### src/rtl/core_types_pkg.sv
// Shared types for the instruction issue queue: NOP encoding and the stored entry layout.
package core_types_pkg;

  localparam logic [31:0] NOP_INST = 32'h0000_0013;

  typedef struct packed {
    logic [31:0] pc;
    logic [31:0] inst;
  } iq_entry_t;

endpackage

### src/rtl/inst_issue_queue_if.sv
// Fetch/issue-side bundle of the issue queue; master is the fetch+hazard side, slave is the queue.
interface inst_issue_queue_if #(
  parameter int DEPTH = 8
);
  localparam int CW = $clog2(DEPTH) + 1;

  logic          flush;
  logic          enq_valid_a;
  logic          enq_valid_b;
  logic [31:0]   enq_inst_a;
  logic [31:0]   enq_inst_b;
  logic [31:0]   enq_pc_a;
  logic [31:0]   enq_pc_b;
  logic          enq_ready;
  logic          slot_valid_a;
  logic          slot_valid_b;
  logic [31:0]   slot_inst_a;
  logic [31:0]   slot_inst_b;
  logic [31:0]   slot_pc_a;
  logic [31:0]   slot_pc_b;
  logic          issue_a;
  logic          issue_b;
  logic [CW-1:0] count;
  logic          issue_err;

  modport master (
    output flush, enq_valid_a, enq_valid_b, enq_inst_a, enq_inst_b, enq_pc_a, enq_pc_b,
    output issue_a, issue_b,
    input  enq_ready, slot_valid_a, slot_valid_b, slot_inst_a, slot_inst_b,
    input  slot_pc_a, slot_pc_b, count, issue_err
  );

  modport slave (
    input  flush, enq_valid_a, enq_valid_b, enq_inst_a, enq_inst_b, enq_pc_a, enq_pc_b,
    input  issue_a, issue_b,
    output enq_ready, slot_valid_a, slot_valid_b, slot_inst_a, slot_inst_b,
    output slot_pc_a, slot_pc_b, count, issue_err
  );

endinterface

### src/rtl/inst_issue_queue.sv
// In-order dual-enqueue/dual-issue buffer; slots are combinational from head (0-cycle issue, 1-cycle fetch-to-slot).
// enq_ready needs two free entries and depends only on registered count; refused enqueues are dropped.
module inst_issue_queue #(
  parameter int DEPTH = 8
) (
  input  logic               clk,
  input  logic               reset,
  inst_issue_queue_if.slave  iq
);
  import core_types_pkg::*;

  localparam int PW = $clog2(DEPTH);
  localparam int CW = PW + 1;

  iq_entry_t     mem [DEPTH];
  logic [PW-1:0] head;
  logic [PW-1:0] tail;
  logic [PW-1:0] head_p1;
  logic [PW-1:0] tail_p1;
  logic [CW-1:0] count;
  logic [CW-1:0] deq_n;
  logic [CW-1:0] enq_n;
  logic          valid_a;
  logic          valid_b;
  logic          ready;
  logic          issue_bad;
  logic          enq_bad;
  logic          err_q;
  iq_entry_t     entry_a;
  iq_entry_t     entry_b;

  assign head_p1 = head + PW'(1);
  assign tail_p1 = tail + PW'(1);
  assign valid_a = (count != '0);
  assign valid_b = (count >= CW'(2));
  assign ready   = (count <= CW'(DEPTH - 2));
  assign entry_a = mem[head];
  assign entry_b = mem[head_p1];

  assign iq.enq_ready    = ready;
  assign iq.slot_valid_a = valid_a;
  assign iq.slot_valid_b = valid_b;
  assign iq.slot_inst_a  = valid_a ? entry_a.inst : NOP_INST;
  assign iq.slot_pc_a    = valid_a ? entry_a.pc   : 32'h0;
  assign iq.slot_inst_b  = valid_b ? entry_b.inst : NOP_INST;
  assign iq.slot_pc_b    = valid_b ? entry_b.pc   : 32'h0;
  assign iq.count        = count;
  assign iq.issue_err    = err_q;

  always_comb begin
    issue_bad = (iq.issue_b && !iq.issue_a) ||
                (iq.issue_a && !valid_a)    ||
                (iq.issue_b && !valid_b);
    enq_bad   = iq.enq_valid_b && !iq.enq_valid_a;
    deq_n     = '0;
    enq_n     = '0;
    if (!issue_bad && iq.issue_a) begin
      deq_n = iq.issue_b ? CW'(2) : CW'(1);
    end
    // The ready gate uses pre-dequeue count, so a write never lands on a slot being read.
    if (ready && iq.enq_valid_a) begin
      enq_n = iq.enq_valid_b ? CW'(2) : CW'(1);
    end
  end

  always_ff @(posedge clk) begin
    if (reset) begin
      head  <= '0;
      tail  <= '0;
      count <= '0;
      err_q <= 1'b0;
    end else if (iq.flush) begin
      head  <= '0;
      tail  <= '0;
      count <= '0;
      err_q <= 1'b0;
    end else begin
      head  <= head + deq_n[PW-1:0];
      tail  <= tail + enq_n[PW-1:0];
      count <= count + enq_n - deq_n;
      err_q <= issue_bad || enq_bad;
    end
  end

  // Storage carries no reset; validity comes solely from count.
  always_ff @(posedge clk) begin
    if (!reset && !iq.flush && (enq_n != '0)) begin
      mem[tail] <= '{pc: iq.enq_pc_a, inst: iq.enq_inst_a};
      if (enq_n == CW'(2)) begin
        mem[tail_p1] <= '{pc: iq.enq_pc_b, inst: iq.enq_inst_b};
      end
    end
  end

endmodule

### src/flat_wrapper.sv
// flat-port wrapper written by rule: the top's interface ports become plain ports
module inst_issue_queue_flat import core_types_pkg::*;
#(
  parameter int DEPTH = 8
)
  (clk, reset, iq_flush, iq_enq_valid_a, iq_enq_valid_b, iq_enq_inst_a, iq_enq_inst_b, iq_enq_pc_a, iq_enq_pc_b, iq_issue_a, iq_issue_b, iq_enq_ready, iq_slot_valid_a, iq_slot_valid_b, iq_slot_inst_a, iq_slot_inst_b, iq_slot_pc_a, iq_slot_pc_b, iq_count, iq_issue_err);
  inst_issue_queue_if #(.DEPTH(DEPTH)) iq_i ();
  input  logic clk;
  input  logic reset;
  input wire logic [$bits(iq_i.flush)-1:0] iq_flush;
  input wire logic [$bits(iq_i.enq_valid_a)-1:0] iq_enq_valid_a;
  input wire logic [$bits(iq_i.enq_valid_b)-1:0] iq_enq_valid_b;
  input wire logic [$bits(iq_i.enq_inst_a)-1:0] iq_enq_inst_a;
  input wire logic [$bits(iq_i.enq_inst_b)-1:0] iq_enq_inst_b;
  input wire logic [$bits(iq_i.enq_pc_a)-1:0] iq_enq_pc_a;
  input wire logic [$bits(iq_i.enq_pc_b)-1:0] iq_enq_pc_b;
  input wire logic [$bits(iq_i.issue_a)-1:0] iq_issue_a;
  input wire logic [$bits(iq_i.issue_b)-1:0] iq_issue_b;
  output wire logic [$bits(iq_i.enq_ready)-1:0] iq_enq_ready;
  output wire logic [$bits(iq_i.slot_valid_a)-1:0] iq_slot_valid_a;
  output wire logic [$bits(iq_i.slot_valid_b)-1:0] iq_slot_valid_b;
  output wire logic [$bits(iq_i.slot_inst_a)-1:0] iq_slot_inst_a;
  output wire logic [$bits(iq_i.slot_inst_b)-1:0] iq_slot_inst_b;
  output wire logic [$bits(iq_i.slot_pc_a)-1:0] iq_slot_pc_a;
  output wire logic [$bits(iq_i.slot_pc_b)-1:0] iq_slot_pc_b;
  output wire logic [$bits(iq_i.count)-1:0] iq_count;
  output wire logic [$bits(iq_i.issue_err)-1:0] iq_issue_err;
  assign iq_i.flush = iq_flush;
  assign iq_i.enq_valid_a = iq_enq_valid_a;
  assign iq_i.enq_valid_b = iq_enq_valid_b;
  assign iq_i.enq_inst_a = iq_enq_inst_a;
  assign iq_i.enq_inst_b = iq_enq_inst_b;
  assign iq_i.enq_pc_a = iq_enq_pc_a;
  assign iq_i.enq_pc_b = iq_enq_pc_b;
  assign iq_i.issue_a = iq_issue_a;
  assign iq_i.issue_b = iq_issue_b;
  assign iq_enq_ready = iq_i.enq_ready;
  assign iq_slot_valid_a = iq_i.slot_valid_a;
  assign iq_slot_valid_b = iq_i.slot_valid_b;
  assign iq_slot_inst_a = iq_i.slot_inst_a;
  assign iq_slot_inst_b = iq_i.slot_inst_b;
  assign iq_slot_pc_a = iq_i.slot_pc_a;
  assign iq_slot_pc_b = iq_i.slot_pc_b;
  assign iq_count = iq_i.count;
  assign iq_issue_err = iq_i.issue_err;
  inst_issue_queue #(.DEPTH(DEPTH)) u_core (.clk(clk), .reset(reset), .iq(iq_i));
endmodule
### config.mk
export PLATFORM = sky130hd
export DESIGN_NAME = inst_issue_queue_flat
export DESIGN_NICKNAME = d
export VERILOG_FILES = /design/src/rtl/core_types_pkg.sv /design/src/rtl/inst_issue_queue_if.sv /design/src/rtl/inst_issue_queue.sv /design/src/flat_wrapper.sv
export SDC_FILE = /design/constraint.sdc
export NUM_CORES = 1
export LEC_CHECK = 0
export CAP_MARGIN = 20
export CELL_PAD_IN_SITES_DETAIL_PLACEMENT = 1
export CELL_PAD_IN_SITES_GLOBAL_PLACEMENT = 1
export CORE_MARGIN = 3
export CORE_UTILIZATION = 25
export CTS_CLUSTER_DIAMETER = 150
export CTS_CLUSTER_SIZE = 24
export DETAILED_ROUTE_END_ITERATION = 7
export GPL_ROUTABILITY_DRIVEN = 0
export PLACE_DENSITY_LB_ADDON = 0.1
export SLEW_MARGIN = 20
export SYNTH_ARGS = -nofsm -noshare
export SYNTH_HDL_FRONTEND = slang
export SYNTH_SLANG_ARGS = --single-unit
### constraint.sdc
create_clock -name clk -period 8.73 [get_ports clk]
set_input_delay 1.746 -clock clk [delete_from_list [all_inputs] [get_ports clk]]
set_output_delay 1.746 -clock clk [all_outputs]
set_load 0.03 [all_outputs]
==> results by group <==
Layout
  • Most frequent cells in the layout: edfxtp_1 (512), mux2_2 (484), clkdlybuf4s50_1 (270)
  • Share of post-route cells with drive strength above 1: 42.5%
  • Final #Nets: roughly 2100
  • Filler instances: 12200
  • Most common cell after layout, fill and taps aside: edfxtp_1
  • Layout area overhead: 17.9%
  • Final core utilization: between 20 and 30%
  • Fin cells: 3573

Die
  • Die area: around 120000 um2
  • Die Ht: approximately 350 um
  • Initial cell density of the core: 25.3%
  • Ports: 271
  • CORE AREA: roughly 120000 um2
  • Std-Cell Rows: around 130
  • Die width: 353 um

Detailed routing
  • Post-DR wirelength/cell: between 30 and 40 um
  • Vias: about 18000
  • Final ANT Viol Nets: 0
  • DRC: 0
  • Routed vias/inst: about 5.0
  • Total iterations of the first detailed-routing run: 5
  • Post-Route WL: 113000 um
  • Initial DRC Count: about 1400

GRT
  • Largest net degree at the start of global routing: between 70 and 80
  • Antenna violations before repair: 20
  • Gr usage total: 17.8%
  • GR Overflow Total: 0
  • First-pass GRT wire length: 160000 um
  • Number of global-route vias before repair: roughly 20000

Clocking
  • Hold Buf Count CTS: 0
  • H-tree depth: 1
  • CTS Buf Count: 25
  • Post-CTS setup buffers: 0
  • CTS Sinks: about 520
  • PostCTS Resize Cnt: 0
  • Clock Pin Slew Worst Setup and Hold Paths: approximately 0.12 ns
  • Clk buf depth: 3
  • Latest clock arrival within the worst-skew pair: around 0.64 ns
  • Root buffer cell: clkbuf_16
  • TritonCTS clock tree: yes

Synth
  • Main flop type after synthesis: edfxtp_1
  • Cell Area, Synth: about 30000 um2
  • Fraction of registers with async set/reset: 0%
  • Number of flops mapped to enable cells by yosys: between 500 and 600
  • Yosys warns: 0
  • Post-synthesis net count: between 1500 and 2000
  • Yosys reg bits: approximately 520
  • Synth Instances: ~1700
  • Distinct cells, synth: 44
  • Syn avg cell area: 17.3 um2
  • Post-synthesis sequential area ratio: just over 50%

STA
  • Final hold vios: 0
  • Worst-Margin Slew: roughly 1.1 ns
  • Final Cycle Share: between 70% and 80%
  • Setup Skew: between 0.03 and 0.04 ns
  • Final Slew Violations: 0
  • Final setup viols: 0
  • Setup tns final: 0 ns
  • WHS: about 0.75 ns
  • Peak Freq: ~160 MHz
  • RSZ-0062 raised after global routing: false
  • Minimum clock period: roughly 6.4 ns
  • Relative slew slack: 26.5%

Worst setup path
  • Crit-path max FO: 51
  • FF-to-FF setup slack: roughly 4.4 ns
  • Required time of the critical path: approximately 7.0 ns
  • CP arrival: approximately 4.7 ns
  • CP endpoint kind: output port
  • CP Class: register to output port
  • Setup crit start kind: register

Place
  • Hpwl dp: 66800 um
  • I/O Buffers: 270
  • Placed cells: around 3500

Run
  • Max Cap Viol: 0

Run status
  • Status: complete, no violations

Power and ir drop
  • Pwr dens: around 200 nW/um2
  • Leakage: 0.0103 uW
  • Tot Pwr: between 7000 and 8000 uW
  • Peak supply drop: 0.202 mV

Hold path
  • Hold WC Path Type: register to register
cell type report:
class	count	area (um2)	area share (%)
inverter	14	52.6	0.148
antenna	11	27.5	0.0777
multi-input combinational	1063	13800	39.1
tap	1600	2000	5.65
clock buffer	44	697	1.97
sequential	523	15600	44.1
clock inverter	2	38.8	0.109
timing repair buffer	316	3160	8.93
state kept, by name, indices dropped and copies added (netlist names):
signal	flops
u_core.iq.issue_err	1
u_core.iq.count	4
u_core.mem	512
u_core.tail	3
u_core.head	3
layer usage:
metal / GRT usage [%] / vias up / routed length [um]
met4: 3.89 / 10 / 2350
li1: - / 7632 / -
met2: 29.5 / 403 / 54000
met5: 0 / - / 73
met1: 24.6 / 9827 / 52200
met3: 2.68 / 113 / 4520
cells by family (layout without fill, tap and decap cells):
| group | Yosys count | after routing | synth area share (%) |
|---|---|---|---|
| buffers and inverters | 153 | 376 | 2.44 |
| adders and majority gates | 14 | 14 | 0.683 |
| other | 0 | 11 | 0 |
| AOI/OAI and AO/OA | 91 | 91 | 2.47 |
| DFF | 523 | 523 | 51.9 |
| and+or+nand+nor | 116 | 116 | 1.95 |
| xor gates and xnor gates | 7 | 7 | 0.204 |
| muxes | 835 | 835 | 40.4 |
where the power goes:
group / internal [uW] / leakage [uW] / switching (uW)
logic: 1110 / 0.00520 / 1600
registers: 2810 / 0.00471 / 53.2
clock network: 581 / 0.000349 / 885
metrics by stage:
stage	cell area, um2	setup WS [ns]
after floorplan	30100	2.54
after global placement	34600	3.05
after global routing	35400	2.14
final	35400	2.32
after CTS	35400	2.30
after detailed placement	34700	3.03
worst paths after layout:
check                  from           endpoint  depth (start not counted)
max reg2reg  u_core.tail[0]  u_core.mem[4][48]                          6
max          u_core.head[0]    iq_slot_pc_b[9]                          5
min reg2reg  u_core.tail[2]     u_core.tail[2]                          2
min          u_core.tail[2]     u_core.tail[2]                          2
Yosys cell counts, types with 5 or more instances:
| cell type | n | area share (%) |
|---|---|---|
| nor2_1 | 80 | 1.0 |
| buf_6 | 13 | 0.49 |
| mux2_2 | 484 | 18 |
| buf_2 | 50 | 0.83 |
| inv_1 | 14 | 0.17 |
| buf_1 | 34 | 0.42 |
| ha_1 | 10 | 0.42 |
| mux2_1 | 34 | 1.3 |
| clkbuf_1 | 42 | 0.52 |
| mux2i_1 | 67 | 2.2 |
| edfxtp_1 | 512 | 51 |
| and2_1 | 5 | 0.10 |
| nand4_1 | 5 | 0.10 |
| dfxtp_1 | 11 | 0.73 |
| a22o_1 | 64 | 1.9 |
| a21oi_1 | 7 | 0.12 |
| mux4_2 | 250 | 19 |
| nand2_1 | 6 | 0.075 |
| nor3_4 | 6 | 0.32 |
worst max-delay path, stage by stage, from the launching register on:
cell and delay [ns]:
dfxtp_4 0.94, buf_4 0.79, buf_4 0.79, mux4_2 0.41, a22o_1 0.33, clkdlybuf4s50_1 0.63
Note: power is estimated with default switching activity, not from simulation.
